==> config.mk <==
export PLATFORM = sky130hd
export DESIGN_NAME = multicycle_control_fsm
export DESIGN_NICKNAME = d
export VERILOG_FILES = /design/src/rtl/multicycle_control_fsm_pkg.sv /design/src/rtl/multicycle_control_fsm_alu_decoder.sv /design/src/rtl/multicycle_control_fsm.sv
export SDC_FILE = /design/constraint.sdc
export NUM_CORES = 1
export LEC_CHECK = 0
export ABC_CLOCK_PERIOD_IN_PS = 2100
export CAP_MARGIN = 20
export CORE_ASPECT_RATIO = 0.6
export CORE_MARGIN = 2
export CORE_UTILIZATION = 35
export CTS_BUF_LIST = sky130_fd_sc_hd__clkbuf_4
export DETAILED_ROUTE_END_ITERATION = 10
export PLACE_DENSITY_LB_ADDON = 0.15
export SKIP_LAST_GASP = 1
export SYNTH_ARGS = -nofsm -noshare
export SYNTH_HDL_FRONTEND = slang
export SYNTH_SLANG_ARGS = --single-unit
==> constraint.sdc <==
create_clock -name clk -period 2.1 [get_ports clk]
set_input_delay 0.42 -clock clk [delete_from_list [all_inputs] [get_ports clk]]
set_output_delay 0.42 -clock clk [all_outputs]
set_load 0.02 [all_outputs]
==> src/rtl/multicycle_control_fsm_pkg.sv <==
// ============================================================================
// Module      : multicycle_control_fsm_pkg
// Description : Shared encodings for the multicycle RV32I-subset control unit.
// Revision    : 1.0 - initial release
// ============================================================================
`default_nettype none

package multicycle_control_fsm_pkg;

  localparam int c_STATE_W  = 4;
  localparam int c_ALUCTL_W = 3;

  typedef enum logic [c_STATE_W-1:0] {
    S_FETCH    = 4'd0,
    S_DECODE   = 4'd1,
    S_MEMADR   = 4'd2,
    S_MEMREAD  = 4'd3,
    S_MEMWB    = 4'd4,
    S_MEMWRITE = 4'd5,
    S_EXECR    = 4'd6,
    S_ALUWB    = 4'd7,
    S_EXECI    = 4'd8,
    S_JAL      = 4'd9,
    S_BRANCH   = 4'd10,
    S_ILLEGAL  = 4'd11
  } state_t;

  // ALU opcode bus values; these must track the ALU's own decode.
  typedef logic [c_ALUCTL_W-1:0] alu_op_t;
  localparam alu_op_t c_ALU_ADD = 3'b000;
  localparam alu_op_t c_ALU_SUB = 3'b001;
  localparam alu_op_t c_ALU_AND = 3'b010;
  localparam alu_op_t c_ALU_OR  = 3'b011;
  localparam alu_op_t c_ALU_XOR = 3'b100;
  localparam alu_op_t c_ALU_SRL = 3'b101;
  localparam alu_op_t c_ALU_SLL = 3'b110;

  localparam logic [6:0] c_OP_LOAD   = 7'b0000011;
  localparam logic [6:0] c_OP_STORE  = 7'b0100011;
  localparam logic [6:0] c_OP_R      = 7'b0110011;
  localparam logic [6:0] c_OP_I      = 7'b0010011;
  localparam logic [6:0] c_OP_JAL    = 7'b1101111;
  localparam logic [6:0] c_OP_BRANCH = 7'b1100011;

  localparam logic [1:0] c_SRC_A_PC    = 2'b00;
  localparam logic [1:0] c_SRC_A_OLDPC = 2'b01;
  localparam logic [1:0] c_SRC_A_RS1   = 2'b10;

  localparam logic [1:0] c_SRC_B_RS2   = 2'b00;
  localparam logic [1:0] c_SRC_B_IMM   = 2'b01;
  localparam logic [1:0] c_SRC_B_FOUR  = 2'b10;

  localparam logic [1:0] c_RES_ALUOUT  = 2'b00;
  localparam logic [1:0] c_RES_MEMDATA = 2'b01;
  localparam logic [1:0] c_RES_ALURES  = 2'b10;

  localparam logic [1:0] c_IMM_I = 2'b00;
  localparam logic [1:0] c_IMM_S = 2'b01;
  localparam logic [1:0] c_IMM_B = 2'b10;
  localparam logic [1:0] c_IMM_J = 2'b11;

endpackage

`default_nettype wire

==> src/rtl/multicycle_control_fsm_alu_decoder.sv <==
// ============================================================================
// Module      : multicycle_control_fsm_alu_decoder
// Description : Combinational funct decode to ALU op plus legality check.
// Revision    : 1.0 - initial release
// ============================================================================
`default_nettype none

module multicycle_control_fsm_alu_decoder
  import multicycle_control_fsm_pkg::*;
(
  input  logic [6:0] opcode,
  input  logic [2:0] f3,
  input  logic       f7_5,
  output alu_op_t    alu_control,
  output logic       funct_illegal
);

  logic w_is_r;

  assign w_is_r = (opcode == c_OP_R);

  // Unknown opcodes are flagged here too so DECODE needs a single trap test.
  always_comb begin
    alu_control   = c_ALU_ADD;
    funct_illegal = 1'b0;
    case (opcode)
      c_OP_R, c_OP_I: begin
        case (f3)
          3'b000: alu_control = (w_is_r && f7_5) ? c_ALU_SUB : c_ALU_ADD;
          3'b111: begin
            alu_control   = c_ALU_AND;
            funct_illegal = w_is_r && f7_5;
          end
          3'b110: begin
            alu_control   = c_ALU_OR;
            funct_illegal = w_is_r && f7_5;
          end
          3'b100: begin
            alu_control   = c_ALU_XOR;
            funct_illegal = w_is_r && f7_5;
          end
          3'b001: begin
            alu_control   = c_ALU_SLL;
            funct_illegal = f7_5;
          end
          3'b101: begin
            alu_control   = c_ALU_SRL;
            funct_illegal = f7_5;
          end
          default: funct_illegal = 1'b1;
        endcase
      end
      c_OP_LOAD, c_OP_STORE: funct_illegal = (f3 != 3'b010);
      c_OP_BRANCH: begin
        alu_control   = c_ALU_SUB;
        funct_illegal = (f3 != 3'b000) && (f3 != 3'b001);
      end
      c_OP_JAL: funct_illegal = 1'b0;
      default:  funct_illegal = 1'b1;
    endcase
  end

endmodule

`default_nettype wire

==> src/rtl/multicycle_control_fsm.sv <==
// ============================================================================
// Module      : multicycle_control_fsm
// Description : Multicycle RV32I-subset main control unit (state + strobes).
// Revision    : 1.0 - initial release
// ============================================================================
`default_nettype none

module multicycle_control_fsm
  import multicycle_control_fsm_pkg::*;
#(
  parameter int STATE_W  = 4,
  parameter int ALUCTL_W = 3
) (
  input  logic                clk,
  input  logic                rst,
  input  logic [31:0]         instr,
  input  logic                alu_zero,
  output logic [ALUCTL_W-1:0] alu_control,
  output logic [1:0]          alu_src_a,
  output logic [1:0]          alu_src_b,
  output logic [1:0]          result_src,
  output logic [1:0]          imm_src,
  output logic                adr_src,
  output logic                ir_write,
  output logic                pc_write,
  output logic                reg_write,
  output logic                mem_write,
  output logic                illegal_instr,
  output logic [STATE_W-1:0]  state_dbg
);

  state_t     r_state;
  logic [6:0] w_opcode;
  logic [2:0] w_f3;
  alu_op_t    w_funct_op;
  logic       w_funct_illegal;
  logic       w_unused_instr_bits;

  assign w_opcode            = instr[6:0];
  assign w_f3                = instr[14:12];
  assign w_unused_instr_bits = ^{instr[31], instr[29:15], instr[11:7]};

  multicycle_control_fsm_alu_decoder u_alu_decoder (
    .opcode        (w_opcode),
    .f3            (w_f3),
    .f7_5          (instr[30]),
    .alu_control   (w_funct_op),
    .funct_illegal (w_funct_illegal)
  );

  always_ff @(posedge clk) begin
    if (rst) begin
      r_state <= S_FETCH;
    end else begin
      case (r_state)
        S_FETCH:  r_state <= S_DECODE;
        S_DECODE: begin
          if (w_funct_illegal) begin
            r_state <= S_ILLEGAL;
          end else begin
            case (w_opcode)
              c_OP_LOAD, c_OP_STORE: r_state <= S_MEMADR;
              c_OP_R:                r_state <= S_EXECR;
              c_OP_I:                r_state <= S_EXECI;
              c_OP_JAL:              r_state <= S_JAL;
              c_OP_BRANCH:           r_state <= S_BRANCH;
              default:               r_state <= S_ILLEGAL;
            endcase
          end
        end
        // Opcode bit 5 is the only difference between lw and sw.
        S_MEMADR:   r_state <= w_opcode[5] ? S_MEMWRITE : S_MEMREAD;
        S_MEMREAD:  r_state <= S_MEMWB;
        S_MEMWB:    r_state <= S_FETCH;
        S_MEMWRITE: r_state <= S_FETCH;
        S_EXECR:    r_state <= S_ALUWB;
        S_EXECI:    r_state <= S_ALUWB;
        S_ALUWB:    r_state <= S_FETCH;
        S_JAL:      r_state <= S_ALUWB;
        S_BRANCH:   r_state <= S_FETCH;
        S_ILLEGAL:  r_state <= S_ILLEGAL;
        default:    r_state <= S_ILLEGAL;
      endcase
    end
  end

  always_comb begin
    case (w_opcode)
      c_OP_STORE:  imm_src = c_IMM_S;
      c_OP_BRANCH: imm_src = c_IMM_B;
      c_OP_JAL:    imm_src = c_IMM_J;
      default:     imm_src = c_IMM_I;
    endcase
  end

  always_comb begin
    alu_control   = c_ALU_ADD;
    alu_src_a     = c_SRC_A_PC;
    alu_src_b     = c_SRC_B_RS2;
    result_src    = c_RES_ALUOUT;
    adr_src       = 1'b0;
    ir_write      = 1'b0;
    pc_write      = 1'b0;
    reg_write     = 1'b0;
    mem_write     = 1'b0;
    illegal_instr = 1'b0;
    case (r_state)
      S_FETCH: begin
        ir_write   = 1'b1;
        alu_src_b  = c_SRC_B_FOUR;
        result_src = c_RES_ALURES;
        pc_write   = 1'b1;
      end
      S_DECODE: begin
        alu_src_a = c_SRC_A_OLDPC;
        alu_src_b = c_SRC_B_IMM;
      end
      S_MEMADR: begin
        alu_src_a = c_SRC_A_RS1;
        alu_src_b = c_SRC_B_IMM;
      end
      S_MEMREAD: adr_src = 1'b1;
      S_MEMWB: begin
        result_src = c_RES_MEMDATA;
        reg_write  = 1'b1;
      end
      S_MEMWRITE: begin
        adr_src   = 1'b1;
        mem_write = 1'b1;
      end
      S_EXECR: begin
        alu_src_a   = c_SRC_A_RS1;
        alu_control = w_funct_op;
      end
      S_EXECI: begin
        alu_src_a   = c_SRC_A_RS1;
        alu_src_b   = c_SRC_B_IMM;
        alu_control = w_funct_op;
      end
      S_ALUWB: reg_write = 1'b1;
      S_JAL: begin
        alu_src_a = c_SRC_A_OLDPC;
        alu_src_b = c_SRC_B_FOUR;
        pc_write  = 1'b1;
      end
      S_BRANCH: begin
        alu_src_a   = c_SRC_A_RS1;
        alu_control = c_ALU_SUB;
        pc_write    = w_f3[0] ? ~alu_zero : alu_zero;
      end
      S_ILLEGAL: illegal_instr = 1'b1;
      default:   illegal_instr = 1'b1;
    endcase
    // Reset overrides any in-flight strobe, even mid-instruction.
    if (rst) begin
      ir_write  = 1'b0;
      pc_write  = 1'b0;
      reg_write = 1'b0;
      mem_write = 1'b0;
    end
  end

  assign state_dbg = STATE_W'(r_state);

endmodule

`default_nettype wire
==> results of run 1 <==
==> worst max-delay path: stages <==
cell	delay [ns]
dlygate4sd2_1	0.24
nand4bb_4	0.23
buf_6	0.15
buf_6	0.11
o2bb2ai_4	0.11
o21ai_1	0.08
a21oi_1	0.17
buf_4	0.16
==> how the worst min path moves through the flow <==
stage,start,endpoint,slack (ns),cells past startpoint
after detailed placement,state_dbg[2]$_SDFF_PP0_,state_dbg[3]$_SDFF_PP0_,0.75,4
after global routing,state_dbg[2]$_SDFF_PP0_,state_dbg[3]$_SDFF_PP0_,0.78,4
final,state_dbg[2]$_SDFF_PP0_,state_dbg[3]$_SDFF_PP0_,0.75,4
after global placement,state_dbg[3]$_SDFF_PP0_,state_dbg[3]$_SDFF_PP0_,0.75,3
after CTS,state_dbg[2]$_SDFF_PP0_,state_dbg[3]$_SDFF_PP0_,0.75,4
after floorplan,instr[4],state_dbg[2]$_SDFF_PP0_,0.70,3
==> where the power goes <==
part	internal (mW)	switching, mW	leakage [nW]	total, mW
Clock	0.0638	0.0297	0.0138	0.0935
Combinational	0.551	0.599	0.591	1.15
Sequential	0.108	0.0478	0.0331	0.156
Total	0.723	0.676	0.638	1.40
==> metal layers <==
metal	track usage [%]	up-vias
li1	-	530
met1	28.71	477
met2	38.02	30
met3	0.2809	0
met4	3.191	0
met5	0	-
==> cell families after synthesis <==
logic type                 count (synthesis)
and+or+nand+nor                           58
buffers and inverters                     13
AOI/OAI and AO/OA                         32
DFF                                        4
adders and majority gates                  1
xor gates and xnor gates                   3
==> per-stage QoR <==
step | TNS [ns] | instances
after floorplan | -0.3209 | 111
after global placement | -4.256 | 201
after detailed placement | -4.708 | 201
after CTS | -0.1539 | 207
after global routing | -0.05545 | 207
final | 0 | 207
==> cell usage after synthesis, drive strengths merged, types with 3 or more instances <==
cell,instances,area [sq um]
nand2b,3,18.77
buf,8,43.78
nor2b,6,37.54
nor3,5,30.03
nand2,8,30.03
nor3b,5,42.54
a21oi,10,50.05
nor2,16,65.06
dfxtp,4,80.08
inv,3,11.26
o21ai,9,45.04
==> cell type report <==
class	instances	share of cell area [%]
multi-input cells	94	48.52
repair buffers	73	40.97
flip-flops and latches	4	5.556
well taps	30	2.604
clock buffers	3	1.563
inverters	3	0.7813
==> placed cells by master, fill, tap and decap left out, types with 2 or more instances in the layout <==
master,netlist,routed
clkdlybuf4s15_1,0,3
inv_1,2,2
nand3b_1,2,2
buf_2,5,3
buf_6,0,2
clkbuf_4,0,3
dfxtp_1,4,4
nor4_1,2,2
nand2_1,8,8
o21a_1,2,2
o21ai_0,7,6
nand2b_1,3,2
a22oi_2,1,2
nor3_2,1,2
nor2_1,14,13
nor3_1,4,3
clkdlybuf4s50_1,0,5
or2_2,2,2
o21ai_1,2,3
nor2_2,2,2
a21oi_2,0,2
clkbuf_2,0,5
nor3b_1,4,4
nor2b_1,6,5
a21oi_1,10,8
buf_4,2,39
dlygate4sd2_1,0,14
==> timing repair <==
| item | in CTS | in global routing |
|---|---|---|
| gates cloned | 0 | 0 |
| setup buffers | 3 | 0 |
| resized for setup | 61 | 24 |
| pin swaps | 5 | 2 |
| endpoints found under the setup margin | 17 | 9 |
==> impl_metrics.json, run 1 <==
{
  "clock_latency_ns": 0.23,
  "nFillCells": 191,
  "finClkSkew_ns": 0.003301,
  "antenna_found_initial": 0,
  "nets": 214,
  "holdWs_ns": 0.7533,
  "synth_flop_cell": "dfxtp_1",
  "core_sq_mm": 0.002131,
  "synth_compound_area_share_pct": 30.58,
  "cp_data_required_time_ns": 1.68,
  "crit_fanout": 3,
  "synth_xor_area_share_pct": 3.398,
  "synthCells": 111,
  "fp.dieW_microns": 64.68,
  "synth_top_family_by_area": "simple AND/OR/NAND/NOR gates",
  "drc": 0,
  "wl_met3_microns": 146,
  "hold_violations": 0,
  "power_mw": 1.400,
  "outcome": "completed",
  "grt_pass1_vias": 912,
  "num_vias": 1037,
  "timing.rr.start": "state_dbg[0]$_SDFF_PP0_",
  "cp_data_arrival_time_ns": 1.67,
  "hold_path_class": "register to register",
  "final_core_util_pct": 67.65,
  "synth_mux_area_share_pct": 0,
  "cts_hold_buffers": 0,
  "dp_hpwl_microns": 2014,
  "synth_seq_area_share_pct": 10.36,
  "root_buffer": "clkbuf_4",
  "post-route-min-period_ns": 2.091,
  "synthArstFlopShare_pct": 0,
  "synth_edf_count": 0,
  "viasPerCell": 5.010,
  "drt_iter0_markers": 67,
  "synthesis.area_sq_um": 773.2,
  "tightest_slew_ns": 0.3567,
  "port_buffers": 34,
  "gp_congestion": 0.9094,
  "synthAdderAreaFrac_pct": 1.294,
  "slew_violations": 0,
  "preCtsSetupSlack_ns": -0.7334,
  "largest_reg_flops": 4,
  "wl_microns": 2655,
  "rr_endpoint": "state_dbg[1]$_SDFF_PP0_",
  "syn_avg_cell_area_sq_um": 6.966,
  "fp.dieH_microns": 40.41,
  "slew_headroom_pct": 76.22,
  "r2r_setup_slack_ns": 0.64,
  "cts.sinks": 4,
  "wl_per_cell_microns": 12.83,
  "worstSetupPathType": "input pin to output pin",
  "start_util_pct": 36.29,
  "crit_end": "alu_control[0]",
  "post-route-period-util_pct": 99.57,
  "numCtsBuffers": 3,
  "maxCapViolations": 0,
  "grt_max_degree": 14,
  "clkTransAtPathRegs_ns": 0.04,
  "start_kind": "input pin",
  "timing.fmax_mhz": 478.2,
  "die_area_sq_mm": 0.002614,
  "r2r_cells": 5,
  "ant_nets": 0,
  "p_leak_nw": 0.6375,
  "top_layer": "met3",
  "io_pins": 56,
  "num_rows": 13,
  "grtUsageTotal_pct": 20.74,
  "wirelength_met1_microns": 1276,
  "ir_worst_vdd_uv": 662.6,
  "cts_tree": "yes",
  "gr-total-overflow": 0,
  "htreeDepth": 1,
  "power_density_mw_per_mm2": 971.0,
  "synth-seq-cells": 4,
  "finalSetupViolCount": 0,
  "clockBufferDepth": 2,
  "stdcell_area_sq_mm": 0.001441,
  "syn_nets": 146,
  "grt_pass1_wl_microns": 4112,
  "rsz0062_at_grt": "yes",
  "antenna_cells": 0,
  "seq_area_sq_um": 80.08,
  "multi_input_area_sq_um": 699.4,
  "synth_warnings": 0,
  "met2_length_microns": 1232,
  "drtPass1Iterations": 4,
  "setup_slack_ns": 0.008942,
  "worstSetupStartpoint": "instr[2]",
  "place_area_sq_mm": 0.001383,
  "syn_to_final_growth_pct": 86.41,
  "ys_types": 46,
  "synthSimpleGateAreaFrac_pct": 46.28,
  "end_kind": "output pin",
  "drive_above_1_share_pct": 43.50
}
Note: power is estimated with default switching activity, not from simulation.
==> inputs of run 2 (changes only) <==
- ABC_CLOCK_PERIOD_IN_PS: 2100 -> 1700
- CORE_UTILIZATION: 35 -> 32
- clock period: 2.1 -> 1.7 ns (I/O delays scaled with it)
==> run 2 against run 1 <==
The run now ends with setup timing left. Sequential cell count stayed put. Register-to-register slack lost 0.61 ns. Design area increased by 17%. Largest cell class unchanged. Highest routed layer is now met4.
==> impl_metrics.json, run 2 (synthesis gave the netlist of run 1 again) <==
{
  "drive_above_1_share_pct": 69.31,
  "end_kind": "output pin",
  "clockBufferDepth": 2,
  "setup_tns_ns": -0.2265,
  "syn_to_final_growth_pct": 118.8,
  "start_util_pct": 34.70,
  "r2r_setup_slack_ns": 0.03,
  "timing.fmax_mhz": 555.8,
  "layout_common_cells": "buf_4, nor2_1, buf_6, buf_2, nand2_1",
  "power_frac_seq_pct": 11.1,
  "switchingPower_mw": 1.066,
  "grt_pass1_wl_microns": 5264,
  "drc": 0,
  "nets": 226,
  "crit_fanout": 3,
  "p_sw_share_pct": 47.44,
  "final_common_cell": "buf_4",
  "setup_slack_ns": -0.09929,
  "numCtsBuffers": 3,
  "finalSetupViolCount": 5,
  "num_rows": 13,
  "drtPass1Iterations": 4,
  "grtUsageTotal_pct": 24.24,
  "rr_endpoint": "state_dbg[2]$_SDFF_PP0_",
  "cts.sinks": 4,
  "grt_pass1_vias": 1061,
  "largest_reg_flops": 4,
  "outcome": "complete, but fails checks",
  "top_layer": "met4",
  "cts_tree": "yes",
  "drt_iter0_markers": 29,
  "gr-total-overflow": 0,
  "r2r_cells": 9,
  "wl_per_cell_microns": 16.06,
  "holdWs_ns": 0.6704,
  "start_kind": "input pin",
  "power_density_mw_per_mm2": 1328,
  "slew_violations": 0,
  "wirelength_met1_microns": 1513,
  "io_pins": 56,
  "cts_hold_buffers": 0,
  "gp_congestion": 0.8604,
  "hold_depth": 3,
  "grt_max_degree": 13,
  "fp.dieW_microns": 67.46,
  "maxCapViolations": 0,
  "ant_nets": 0,
  "met2_length_microns": 1800,
  "htreeDepth": 1,
  "die_area_sq_mm": 0.002838,
  "antenna_found_initial": 0,
  "cp_data_required_time_ns": 1.36,
  "clock_latency_ns": 0.24,
  "clkTransAtPathRegs_ns": 0.03,
  "intPower_mw": 1.181,
  "post-route-period-util_pct": 105.8,
  "cp_data_arrival_time_ns": 1.46,
  "timing.rr.start": "state_dbg[3]$_SDFF_PP0_",
  "wl_microns": 3518,
  "hold_violations": 0,
  "post-route-min-period_ns": 1.799,
  "root_buffer": "clkbuf_4",
  "min_to": "state_dbg[3]$_SDFF_PP0_",
  "hold_path_class": "register to register",
  "rsz0062_at_grt": "yes",
  "antenna_cells": 0,
  "violations": "setup timing",
  "power_frac_clock_pct": 5.4,
  "wl_met3_microns": 160,
  "p_comb_share_pct": 83.4,
  "finClkSkew_ns": 0.01164,
  "fp.dieH_microns": 42.08,
  "slew_headroom_pct": 75.31,
  "tightest_slew_ns": 0.3704,
  "num_vias": 1158,
  "ir_worst_vdd_uv": 925.5,
  "dp_hpwl_microns": 2323,
  "core_sq_mm": 0.002228,
  "port_buffers": 34,
  "viasPerCell": 5.288,
  "min_from": "state_dbg[3]$_SDFF_PP0_",
  "worstSetupPathType": "input pin to output pin",
  "p_leak_nw": 0.7434
}
[run 2: layout make-up]
class,instances,area [sq um]
Inverter,3,13.76
Multi-Input combinational cell,94,844.6
Timing Repair Buffer,85,680.7
Tap cell,30,37.54
Fill cell,160,536.8
Clock buffer,3,22.52
Sequential cell,4,92.59
[run 2: what timing repair did]
item	in CTS	in global routing
pin swaps	14	14
buffers inserted	4	6
gates resized for setup	144	42
endpoints found under the setup margin	25	17
[run 2: how the worst max path moves through the flow]
| stage | start | depth (start not counted) | endpoint |
|---|---|---|---|
| after floorplan | state_dbg[1]$_SDFF_PP0_ | 5 | pc_write |
| after global placement | instr[2] | 5 | imm_src[0] |
| after detailed placement | instr[12] | 7 | alu_control[0] |
| after CTS | instr[5] | 8 | alu_control[0] |
| after global routing | state_dbg[1]$_SDFF_PP0_ | 6 | alu_control[2] |
| final | instr[3] | 7 | alu_control[2] |
[run 2: power by group through the flow]
stage / sequential, mW / combinational [mW] / clock (mW)
5_1_grt: 0.260 / 1.99 / 0.134
3_3_place_gp: 0.204 / 1.63 / 0
6_report: 0.250 / 1.87 / 0.122
4_1_cts: 0.229 / 1.65 / 0.123
3_5_place_dp: 0.207 / 1.66 / 0
2_1_floorplan: 0.242 / 0.836 / 0
[run 2: worst max-delay path, stage by stage]
cell,delay [ns]
buf_6,0.09
nand4bb_4,0.25
nor2_4,0.15
buf_6,0.11
nand3b_1,0.13
nor3_2,0.21
buf_4,0.17
[run 2: metrics by stage]
stage / instances / setup slack (ns) / area (sq um) / utilization, % / total power, mW
4_1_cts: 213 / -0.1397 / 1564 / 70.19 / 1.999
3_3_place_gp: 206 / -0.9301 / 1485 / 66.65 / 1.838
5_1_grt: 219 / -0.1312 / 1692 / 75.91 / 2.386
2_1_floorplan: 111 / -0.09897 / 839.6 / - / 1.078
3_5_place_dp: 206 / -1.013 / 1485 / 66.65 / 1.871
6_report: 219 / -0.09929 / 1692 / 75.91 / 2.246
[run 2: metal layers]
layer  vias to the layer above  global-route usage (%)
li1                        554                       -
met1                       561                   32.53
met2                        37                   39.02
met3                         6                   4.570
met4                         0                   6.939
met5                         -                       0
